File: config.mk
export PLATFORM = sky130hd
export DESIGN_NAME = multicycle_controller
export DESIGN_NICKNAME = d
export VERILOG_FILES = /design/src/rtl/multicycle_pkg.sv /design/src/rtl/mult_stall_counter.sv /design/src/rtl/multicycle_controller.sv
export SDC_FILE = /design/constraint.sdc
export NUM_CORES = 1
export LEC_CHECK = 0
export ABC_AREA = 0
export BUFFER_PORTS_ARGS = -buffer_cell sky130_fd_sc_hd__buf_4
export CAP_MARGIN = 20
export CORE_MARGIN = 1.5
export CORE_UTILIZATION = 47
export CTS_CLUSTER_SIZE = 30
export DETAILED_ROUTE_END_ITERATION = 8
export MAX_ROUTING_LAYER = met4
export PLACE_DENSITY = 0.85
export SYNTH_ARGS = -nofsm -noshare
export SYNTH_HDL_FRONTEND = slang
export SYNTH_SLANG_ARGS = --single-unit
File: constraint.sdc
create_clock -name clk -period 1.84 [get_ports clk]
set_input_delay 0.092 -clock clk [delete_from_list [all_inputs] [get_ports clk]]
set_output_delay 0.092 -clock clk [all_outputs]
set_load 0.03 [all_outputs]
File: src/rtl/multicycle_pkg.sv
// Shared constants for the multicycle MIPS control FSM: state encoding, opcodes and ALU op codes.
package multicycle_pkg;

    localparam int unsigned STATE_W = 4;

    localparam logic [STATE_W-1:0] ST_IDLE   = 4'd0;
    localparam logic [STATE_W-1:0] ST_FETCH  = 4'd1;
    localparam logic [STATE_W-1:0] ST_DECODE = 4'd2;
    localparam logic [STATE_W-1:0] ST_MEMADR = 4'd3;
    localparam logic [STATE_W-1:0] ST_MEMRD  = 4'd4;
    localparam logic [STATE_W-1:0] ST_MEMWB  = 4'd5;
    localparam logic [STATE_W-1:0] ST_MEMWR  = 4'd6;
    localparam logic [STATE_W-1:0] ST_EXEC   = 4'd7;
    localparam logic [STATE_W-1:0] ST_ALUWB  = 4'd8;
    localparam logic [STATE_W-1:0] ST_BRANCH = 4'd9;
    localparam logic [STATE_W-1:0] ST_ADDIEX = 4'd10;
    localparam logic [STATE_W-1:0] ST_ADDIWB = 4'd11;
    localparam logic [STATE_W-1:0] ST_JUMP   = 4'd12;

    typedef enum logic [STATE_W-1:0] {
        StIdle   = ST_IDLE,
        StFetch  = ST_FETCH,
        StDecode = ST_DECODE,
        StMemAdr = ST_MEMADR,
        StMemRd  = ST_MEMRD,
        StMemWb  = ST_MEMWB,
        StMemWr  = ST_MEMWR,
        StExec   = ST_EXEC,
        StAluWb  = ST_ALUWB,
        StBranch = ST_BRANCH,
        StAddiEx = ST_ADDIEX,
        StAddiWb = ST_ADDIWB,
        StJump   = ST_JUMP
    } state_e;

    localparam logic [5:0] OP_RTYPE = 6'b000000;
    localparam logic [5:0] OP_LW    = 6'b100011;
    localparam logic [5:0] OP_SW    = 6'b101011;
    localparam logic [5:0] OP_BEQ   = 6'b000100;
    localparam logic [5:0] OP_ADDI  = 6'b001000;
    localparam logic [5:0] OP_J     = 6'b000010;

    localparam logic [5:0] FUNCT_MULT = 6'b011000;

    localparam logic [1:0] ALUOP_ADD   = 2'b00;
    localparam logic [1:0] ALUOP_SUB   = 2'b01;
    localparam logic [1:0] ALUOP_FUNCT = 2'b10;

    localparam logic [1:0] PCSRC_ALU  = 2'b00;
    localparam logic [1:0] PCSRC_OUT  = 2'b01;
    localparam logic [1:0] PCSRC_JUMP = 2'b10;

    localparam logic [1:0] SRCB_REG  = 2'b00;
    localparam logic [1:0] SRCB_FOUR = 2'b01;
    localparam logic [1:0] SRCB_IMM  = 2'b10;
    localparam logic [1:0] SRCB_IMM2 = 2'b11;

endpackage

File: src/rtl/mult_stall_counter.sv
// Down-counter that holds EXEC for a multi-cycle multiply; done is high when the count is zero.
module mult_stall_counter #(
    parameter int unsigned WIDTH = 4
) (
    input  logic             clk,
    input  logic             rst_n,
    input  logic             load,
    input  logic             dec,
    input  logic [WIDTH-1:0] load_val,
    output logic             done
);

    logic [WIDTH-1:0] count_q, count_d;

    always_comb begin
        count_d = count_q;
        if (load) begin
            count_d = load_val;
        end else if (dec && (count_q != '0)) begin
            count_d = count_q - 1'b1;
        end
    end

    always_ff @(posedge clk or negedge rst_n) begin
        if (!rst_n) begin
            count_q <= '0;
        end else begin
            count_q <= count_d;
        end
    end

    assign done = (count_q == '0);

endmodule

File: src/rtl/multicycle_controller.sv
// Main control FSM of the multicycle MIPS core. Optional retired-instruction counter is built
// when PERF_CNT_EN is defined.
module multicycle_controller
    import multicycle_pkg::*;
#(
    parameter int unsigned MULT_CYCLES = 4
) (
    input  logic        clk,
    input  logic        rst_n,
    input  logic [5:0]  opcode,
    input  logic [5:0]  funct,
    input  logic        mem_ready,
    output logic        pc_write,
    output logic        pc_write_cond,
    output logic [1:0]  pc_src,
    output logic        iord,
    output logic        mem_read,
    output logic        mem_write,
    output logic        ir_write,
    output logic        reg_dst,
    output logic        mem_to_reg,
    output logic        reg_write,
    output logic        alu_src_a,
    output logic [1:0]  alu_src_b,
    output logic [1:0]  alu_op,
`ifdef PERF_CNT_EN
    output logic [31:0] instr_retired,
`endif
    output logic        illegal_op
);

    state_e state_q, state_d;

    logic is_mult;
    logic mult_load;
    logic mult_dec;
    logic mult_done;

    assign is_mult = (funct == FUNCT_MULT);

    // Counter is loaded on the DECODE->EXEC edge so the first EXEC cycle already sees MULT_CYCLES-1.
    assign mult_load = (state_q == StDecode) && (opcode == OP_RTYPE) && is_mult;
    assign mult_dec  = (state_q == StExec) && is_mult && !mult_done;

    mult_stall_counter #(
        .WIDTH (4)
    ) u_mult_stall_counter (
        .clk      (clk),
        .rst_n    (rst_n),
        .load     (mult_load),
        .dec      (mult_dec),
        .load_val (4'(MULT_CYCLES - 1)),
        .done     (mult_done)
    );

    always_ff @(posedge clk or negedge rst_n) begin
        if (!rst_n) begin
            state_q <= StIdle;
        end else begin
            state_q <= state_d;
        end
    end

    always_comb begin
        state_d       = state_q;
        pc_write      = 1'b0;
        pc_write_cond = 1'b0;
        pc_src        = PCSRC_ALU;
        iord          = 1'b0;
        mem_read      = 1'b0;
        mem_write     = 1'b0;
        ir_write      = 1'b0;
        reg_dst       = 1'b0;
        mem_to_reg    = 1'b0;
        reg_write     = 1'b0;
        alu_src_a     = 1'b0;
        alu_src_b     = SRCB_REG;
        alu_op        = ALUOP_ADD;
        illegal_op    = 1'b0;

        case (state_q)
            StIdle: begin
                state_d = StFetch;
            end
            StFetch: begin
                mem_read  = 1'b1;
                alu_src_b = SRCB_FOUR;
                // PC and IR load only in the completing cycle so a stall cannot double-advance PC.
                if (mem_ready) begin
                    ir_write = 1'b1;
                    pc_write = 1'b1;
                    state_d  = StDecode;
                end
            end
            StDecode: begin
                alu_src_b = SRCB_IMM2;
                case (opcode)
                    OP_RTYPE:     state_d = StExec;
                    OP_LW, OP_SW: state_d = StMemAdr;
                    OP_BEQ:       state_d = StBranch;
                    OP_ADDI:      state_d = StAddiEx;
                    OP_J:         state_d = StJump;
                    default: begin
                        illegal_op = 1'b1;
                        state_d    = StFetch;
                    end
                endcase
            end
            StMemAdr: begin
                alu_src_a = 1'b1;
                alu_src_b = SRCB_IMM;
                state_d   = (opcode == OP_SW) ? StMemWr : StMemRd;
            end
            StMemRd: begin
                iord     = 1'b1;
                mem_read = 1'b1;
                if (mem_ready) begin
                    state_d = StMemWb;
                end
            end
            StMemWb: begin
                mem_to_reg = 1'b1;
                reg_write  = 1'b1;
                state_d    = StFetch;
            end
            StMemWr: begin
                iord      = 1'b1;
                mem_write = 1'b1;
                if (mem_ready) begin
                    state_d = StFetch;
                end
            end
            StExec: begin
                alu_src_a = 1'b1;
                alu_op    = ALUOP_FUNCT;
                if (!(is_mult && !mult_done)) begin
                    state_d = StAluWb;
                end
            end
            StAluWb: begin
                reg_dst   = 1'b1;
                reg_write = 1'b1;
                state_d   = StFetch;
            end
            StBranch: begin
                alu_src_a     = 1'b1;
                alu_op        = ALUOP_SUB;
                pc_src        = PCSRC_OUT;
                pc_write_cond = 1'b1;
                state_d       = StFetch;
            end
            StAddiEx: begin
                alu_src_a = 1'b1;
                alu_src_b = SRCB_IMM;
                state_d   = StAddiWb;
            end
            StAddiWb: begin
                reg_write = 1'b1;
                state_d   = StFetch;
            end
            StJump: begin
                pc_src   = PCSRC_JUMP;
                pc_write = 1'b1;
                state_d  = StFetch;
            end
            default: begin
                state_d = StIdle;
            end
        endcase
    end

`ifdef PERF_CNT_EN
    logic [31:0] retired_q, retired_d;
    logic        retire;

    // Only completion states count; illegal ops re-enter FETCH from DECODE and are skipped.
    always_comb begin
        retire = 1'b0;
        if (state_d == StFetch) begin
            case (state_q)
                StMemWb, StMemWr, StAluWb, StBranch, StAddiWb, StJump: retire = 1'b1;
                default: retire = 1'b0;
            endcase
        end
        retired_d = retire ? retired_q + 32'd1 : retired_q;
    end

    always_ff @(posedge clk or negedge rst_n) begin
        if (!rst_n) begin
            retired_q <= '0;
        end else begin
            retired_q <= retired_d;
        end
    end

    assign instr_retired = retired_q;
`endif

endmodule
* Word level (Yosys, flattened, before mapping)
Index checks and enable logic that the tools add are counted.
** Word-level totals
- Logic and storage cells :: 71
- Bits in writable memories :: 0
- Memory bits (read-only) :: 0
- Input bits :: 15
- Output and inout bits :: 17
- Memories :: 0
- Latch bits :: 0
- Bits in registers :: 8
** Cells by class
- Multiplexer cells :: 25
- Shift-type cells :: 0
- Reductions and logical operators :: 21
- Add/subtract/negate cells :: 1
- Divide/modulo/power cells :: 0
- Multiply operators :: 0
- Equal/unequal tests :: 22
- Bitwise logic cells :: 0
- $lt $le $gt $ge :: 0
** Operators by type and width (count)
- one-hot mux 4 bit (8 select lines) :: 1
- two-way mux 4 bit :: 6
- equality test 4 bit (second input constant) :: 5
- one-hot mux 4 bit (5 select lines) :: 1
- equality test 4 x 3 -> 1 bit (second input constant) :: 4
- equality test 6 bit (second input constant) :: 2
- two-way mux 1 bit :: 12
- OR reduction 6 bit :: 2
- equality test 4 x 2 -> 1 bit (second input constant) :: 2
- logical NOT 4 bit :: 2
- != test 2 bit (second input constant) :: 4
- one-hot mux 2 bit (2 select lines) :: 2
- OR reduction 2 bit :: 4
- equality test 6 x 2 -> 1 bit (second input constant) :: 1
- equality test 6 x 3 -> 1 bit (second input constant) :: 1
- equality test 6 x 4 -> 1 bit (second input constant) :: 1
- equality test 6 x 5 -> 1 bit (second input constant) :: 1
- logical AND 1 bit :: 6
- logical NOT 6 bit :: 1
- one-hot mux 2 bit (3 select lines) :: 1
- equality test 4 x 1 -> 1 bit (second input constant) :: 1
- AND reduction 4 bit :: 1
- nonzero test 4 bit :: 1
- OR reduction 4 bit :: 1
- 6 further kinds :: 6

* Logic depth before layout (Yosys ltp)
- Depth after elaboration :: 6
- Depth in mapped cells :: 6
- Mapped depth without buffers :: 6

* Modules after synthesis
From an unflattened synthesis, not the netlist that was laid out.
** Second synthesis, totals
- Cell total of the unflattened synthesis :: 113
- Area, all modules :: 847.1 sq um
** By module, submodules not included
- multicycle_controller :: cells each 86, sequential area each 100.1 sq um, area each 576.8 sq um, times used 1
- mult_stall_counter :: cells each 27, sequential area each 100.1 sq um, area each 270.3 sq um, times used 1

* Worst setup path after synthesis
No wires, ideal clock.
- Kind :: register to output
- Start point :: register state_q[1]
- End point :: output port pc_write
- Arrival time :: 2172 ps
- Setup slack :: -424 ps
- Cell stages (with the launch flop) :: 5
- Data required time :: 1748 ps
- Path through :: dfrtp_1 nand2b_1 clkbuf_1 nor4b_1 or2_2
** Between the ends
- Longest elaborated chain between the ends :: 2
- Elaborated cells between the ends (all ways) :: 3
- Those cells by class :: 2 x eq/ne; 1 x mux
** Ends and longest elaborated chain
- start, declared :: RTL line multicycle_controller.sv:32 : state_e state_q, state_d;
- start signal, assigned :: RTL line multicycle_controller.sv:58 : state_q <= StIdle;
- start signal, assigned :: RTL line multicycle_controller.sv:60 : state_q <= state_d;
- equality test 4 bit or equality test 4 x 1 -> 1 bit (tied branches) :: RTL line multicycle_controller.sv:81 : case (state_q)
- one-hot mux 1 bit (2 select lines) (*) :: RTL line multicycle_controller.sv:81
- end, declared :: RTL line multicycle_controller.sv:13 : output logic pc_write,
Mark *: on every way between the ends. The rest lies on a longest branch, timed or not.

* Worst setup path in the final report
Same ends and word-level chain as after synthesis.

==> impl_table.tex <==
\begin{tabular}{lr}
\hline
Metric & Value \\
\hline
\multicolumn{2}{l}{\textbf{Logic synthesis}} \\
\quad Post-synthesis sequential element count & 8 \\
\quad Area share of the leading cell type in the synthesized netlist & 0.252 \\
\quad Net Count, Synth & 118 \\
\quad Synth Area per Inst & 7.78 um\^{}2 \\
\quad Number of enable-type register cells in the synthesized netlist & 0 \\
\quad Post-Synth Adder-Cell Area & 0.0158 \\
\quad Simple-gate share of the synthesized area & 0.399 \\
\quad Synthesized instance count & between 100 and 150 \\
\quad Complex-gate fraction of the synthesized area & 0.238 \\
\quad Count of synthesis-stage warnings from yosys & 0 \\
\quad Commonest register cell after synthesis & sky130\_fd\_sc\_hd\_\_dfrtp\_1 \\
\quad Multiplexer share of the synthesized area & 0 \\
\quad Synth area leaders & sky130\_fd\_sc\_hd\_\_dfrtp\_1, sky130\_fd\_sc\_hd\_\_a21oi\_1, sky130\_fd\_sc\_hd\_\_nor2\_1 \\
\quad Post-synthesis cell type count & 40 \\
\quad Top cell types by occurrence after synthesis & sky130\_fd\_sc\_hd\_\_a21oi\_1, sky130\_fd\_sc\_hd\_\_nor2\_1, sky130\_fd\_sc\_hd\_\_dfrtp\_1 \\
\quad Dominant combinational cell family by area after synthesis & simple AND/OR/NAND/NOR gates \\
\quad Synthesized cell area & around 790 um\^{}2 \\
\quad Post-synthesis async set-or-reset flop share & 1.00 \\
\quad Largest area contributor in the netlist & sky130\_fd\_sc\_hd\_\_dfrtp\_1 \\
\quad Share of the synthesized netlist area taken by xor and xnor gates & 0.0331 \\
\quad Sequential element share of the synthesized area & 0.252 \\
\multicolumn{2}{l}{\textbf{Critical path}} \\
\quad Maximum fanout encountered on the critical timing path & 8 \\
\quad Req. time, crit path & 1750 ps \\
\quad Crit Path Class & reg2out \\
\quad Setup crit start kind & flip-flop \\
\quad Crit. Startpoint & state\_q[1] \\
\quad Cell type with the highest occurrence count on the critical path & sky130\_fd\_sc\_hd\_\_buf\_4 \\
\quad Worst-case reg-to-reg path depth & 6 \\
\quad Worst stage delay on the critical path & between 400 and 500 ps \\
\quad Capturing element type of the critical path & primary output \\
\quad Cells along the critical path & buf\_4 -> nand2b\_2 -> nor4b\_4 -> or2\_2 -> buf\_4 \\
\quad Buffers \& Inverters on Critical Path & 2 \\
\quad Arrival time reported for the critical path endpoint & 1690 ps \\
\quad Levels on crit path & 5 \\
\quad Launching point of the worst reg2reg path & u\_mult\_stall\_counter.count\_q[0] \\
\quad Worst path top cell family by delay & simple AND/OR/NAND/NOR gates \\
\quad Critical Path Slowest Stage Cell & sky130\_fd\_sc\_hd\_\_dfrtp\_1 \\
\multicolumn{2}{l}{\textbf{Cells and area}} \\
\quad Count of non-filler cells in the finished layout & about 150 \\
\quad Utilization after layout & 0.735 \\
\quad Layout-stage area growth over the synthesis result & 42.9\% \\
\quad Post-route cell area & roughly 1100 um\^{}2 \\
\quad Post-layout net count & $\sim$160 \\
\quad Antenna cell count & 0 \\
\quad Share of final-layout standard cells stronger than drive strength 1 & 0.372 \\
\multicolumn{2}{l}{\textbf{Power}} \\
\quad Leakage dissipation & between 0.5 and 0.6 nW \\
\quad Worst voltage drop across the vdd grid & between 0.8 and 0.9 mV \\
\quad Net load switching power & $\sim$0.77 mW \\
\quad Net Sw Frac & 0.519 \\
\quad Internal Pwr Total & $\sim$0.7 mW \\
\quad Combinational share of power & 0.721 \\
\quad Power per unit of standard cell area & 1310 nW/um\^{}2 \\
\quad Relative contribution of sequential cells to total power & 0.187 \\
\quad Clock power frac & 0.092 \\
\multicolumn{2}{l}{\textbf{CTS}} \\
\quad Level count of the clock H-tree & 1 \\
\quad Number of buffers inserted by post-CTS setup repair & 0 \\
\quad Clock tree sinks & 8 \\
\quad CTS clk-pin slew, worst paths & around 60 ps \\
\quad Latest clock arrival within the worst-skew pair & 260 ps \\
\quad CTS max path bufs & 2 \\
\quad Number of clock buffers inserted by TritonCTS & 3 \\
\quad Buffer cell driving the clock tree root & sky130\_fd\_sc\_hd\_\_clkbuf\_4 \\
\quad Clock tree from TritonCTS & built \\
\multicolumn{2}{l}{\textbf{Timing}} \\
\quad Worst slew margin relative to its limit & 0.653 \\
\quad Highest attainable clock frequency & about 560 MHz \\
\quad Slew at the pin with the worst max-slew slack & 515 ps \\
\quad Worst Clk Skew & 8.08 ps \\
\quad Worst hold slack across all endpoints & approximately 180 ps \\
\quad Final period demand of the worst path & around 1800 ps \\
\quad Final Hold Viols & 0 \\
\quad Final TNS setup & 0 ps \\
\quad Share of the clock period used by the worst path after layout & 0.968 \\
\quad Final Max Tran Viols & 0 \\
\quad Finish-stage setup viols & 0 \\
\multicolumn{2}{l}{\textbf{Detailed routing}} \\
\quad Final routed wirelength across all metal layers & 2.34 mm \\
\quad Avg Vias per Cell & around 6 \\
\quad Number of nets with antenna violations after routing & 0 \\
\quad DR pass1 iterations & 4 \\
\quad Routed wirelength normalized by instance count & around 15 um \\
\quad DRC violation count after routing & 0 \\
\quad Detailed-route via count & slightly above 900 \\
\quad 1st-iter DRT viols & 22 \\
\multicolumn{2}{l}{\textbf{Min path}} \\
\quad Type of the tightest min-delay check & in2async \\
\multicolumn{2}{l}{\textbf{GRT}} \\
\quad Global-route wire length before repair & $\sim$3.7 mm \\
\quad Total grt overflow & 0 \\
\quad Pin count of the biggest net entering global routing & 16 \\
\quad Vias in the first global route & between 800 and 900 \\
\quad Initial antenna violation count & 0 \\
\quad Overall routing resource usage & 0.256 \\
\multicolumn{2}{l}{\textbf{Floorplanning}} \\
\quad Die Y-Extent & 44.1 um \\
\quad Effective utilization at floorplan & 0.515 \\
\quad Die Area & 1940 um\^{}2 \\
\quad I/O pin count & 32 \\
\quad DIE WIDTH & approximately 44 um \\
\quad Number of cell rows & 14 \\
\quad Core Region & 1540 um\^{}2 \\
\multicolumn{2}{l}{\textbf{Place}} \\
\quad Area after detailed placement & 1070 um\^{}2 \\
\quad Count of buffers from port buffering & 31 \\
\quad Routability Congestion & around 0.86 \\
\quad Instance count after placement with tap cells included & between 100 and 150 \\
\quad HPWL reported at the end of detailed placement & between 1.5 and 2 mm \\
\multicolumn{2}{l}{\textbf{Job}} \\
\quad Number of max-capacitance violations reported & 0 \\
\multicolumn{2}{l}{\textbf{Outcome}} \\
\quad Run status & complete, no violations \\
\hline
\end{tabular}
==> layer usage <==
| layer | GRT usage | wire [um] | up-vias | part of all wire |
|---|---|---|---|---|
| met5 | - | 0 | - | 0 |
| met4 | 0.0364 | 19 | 0 | 0.0081 |
| met3 | 0.0367 | 145 | 8 | 0.062 |
| met2 | 0.424 | 1170 | 41 | 0.50 |
| met1 | 0.341 | 1000 | 434 | 0.43 |
| li1 | - | - | 450 | - |
==> stage by stage <==
stage / setup WS [ps] / power (mW)
after floorplan: 47.3 / 0.933
after global routing: -5.64 / 1.58
final: 58.5 / 1.49
after global placement: 137 / 1.26
after detailed placement: 89.0 / 1.28
after CTS: 42.8 / 1.43
==> path summary, 6_finish.rpt <==
path	to	slack, ps
worst max register to register	state_q[2]	110
worst max-delay path	pc_write	60
worst min-delay path	state_q[0]	180
worst min register to register	u_mult_stall_counter.count_q[1]	510
max in group asynchronous	state_q[0]	1520
min in group clk	state_q[0]	230
==> flip-flops by register name (all words and copies together) (netlist names) <==
register,cells
state_q,4
u_mult_stall_counter.count_q,4
==> placed cells by master, fill, tap and decap left out, types with 2 or more instances in the layout <==
cell type                  instances
sky130_fd_sc_hd__buf_4            37
sky130_fd_sc_hd__nor2_1            9
sky130_fd_sc_hd__a21oi_1           9
sky130_fd_sc_hd__dfrtp_1           7
sky130_fd_sc_hd__inv_1             6
sky130_fd_sc_hd__nor3_1            6
sky130_fd_sc_hd__o21ai_0           5
sky130_fd_sc_hd__nand2b_1          4
sky130_fd_sc_hd__or3_1             4
sky130_fd_sc_hd__a211oi_1          3
sky130_fd_sc_hd__nand2_1           3
sky130_fd_sc_hd__nor2b_1           3
sky130_fd_sc_hd__nand3_1           3
sky130_fd_sc_hd__a211o_1           3
sky130_fd_sc_hd__clkbuf_4          3
sky130_fd_sc_hd__and3_1            2
sky130_fd_sc_hd__nor4b_4           2
sky130_fd_sc_hd__xnor2_1           2
==> cell families (layout without fill, tap and decap cells) <==
family | count (synthesis) | count (layout)
compound gates | 29 | 29
xor+xnor | 3 | 3
fa+ha+maj | 1 | 1
buf+inv | 12 | 47
flops | 8 | 8
simple gates | 49 | 49
==> power by group through the flow <==
stage	combinational [mW]	sequential, mW	clock, mW
detailed placement	1.01	0.270	0
global placement	0.992	0.267	0
CTS	1.02	0.267	0.137
floorplan	0.681	0.252	0
finish	1.07	0.279	0.137
global route	1.15	0.284	0.144
==> area by class of cell <==
type / count / area, um^2
Fill cell: 127 / 408
Clock buffer: 3 / 22.5
Tap cell: 16 / 20.0
Multi-Input combinational cell: 82 / 579
Inverter: 6 / 22.5
Sequential cell: 8 / 201
Timing Repair Buffer: 38 / 288
==> timing repair <==
item / CTS / global route
setup endpoints to repair: 0 / 3
hold buffers: 1 / 0
gates resized for setup: 0 / 8
endpoints found under the hold margin: 8 / 0
Note: power is estimated with default switching activity, not from simulation.
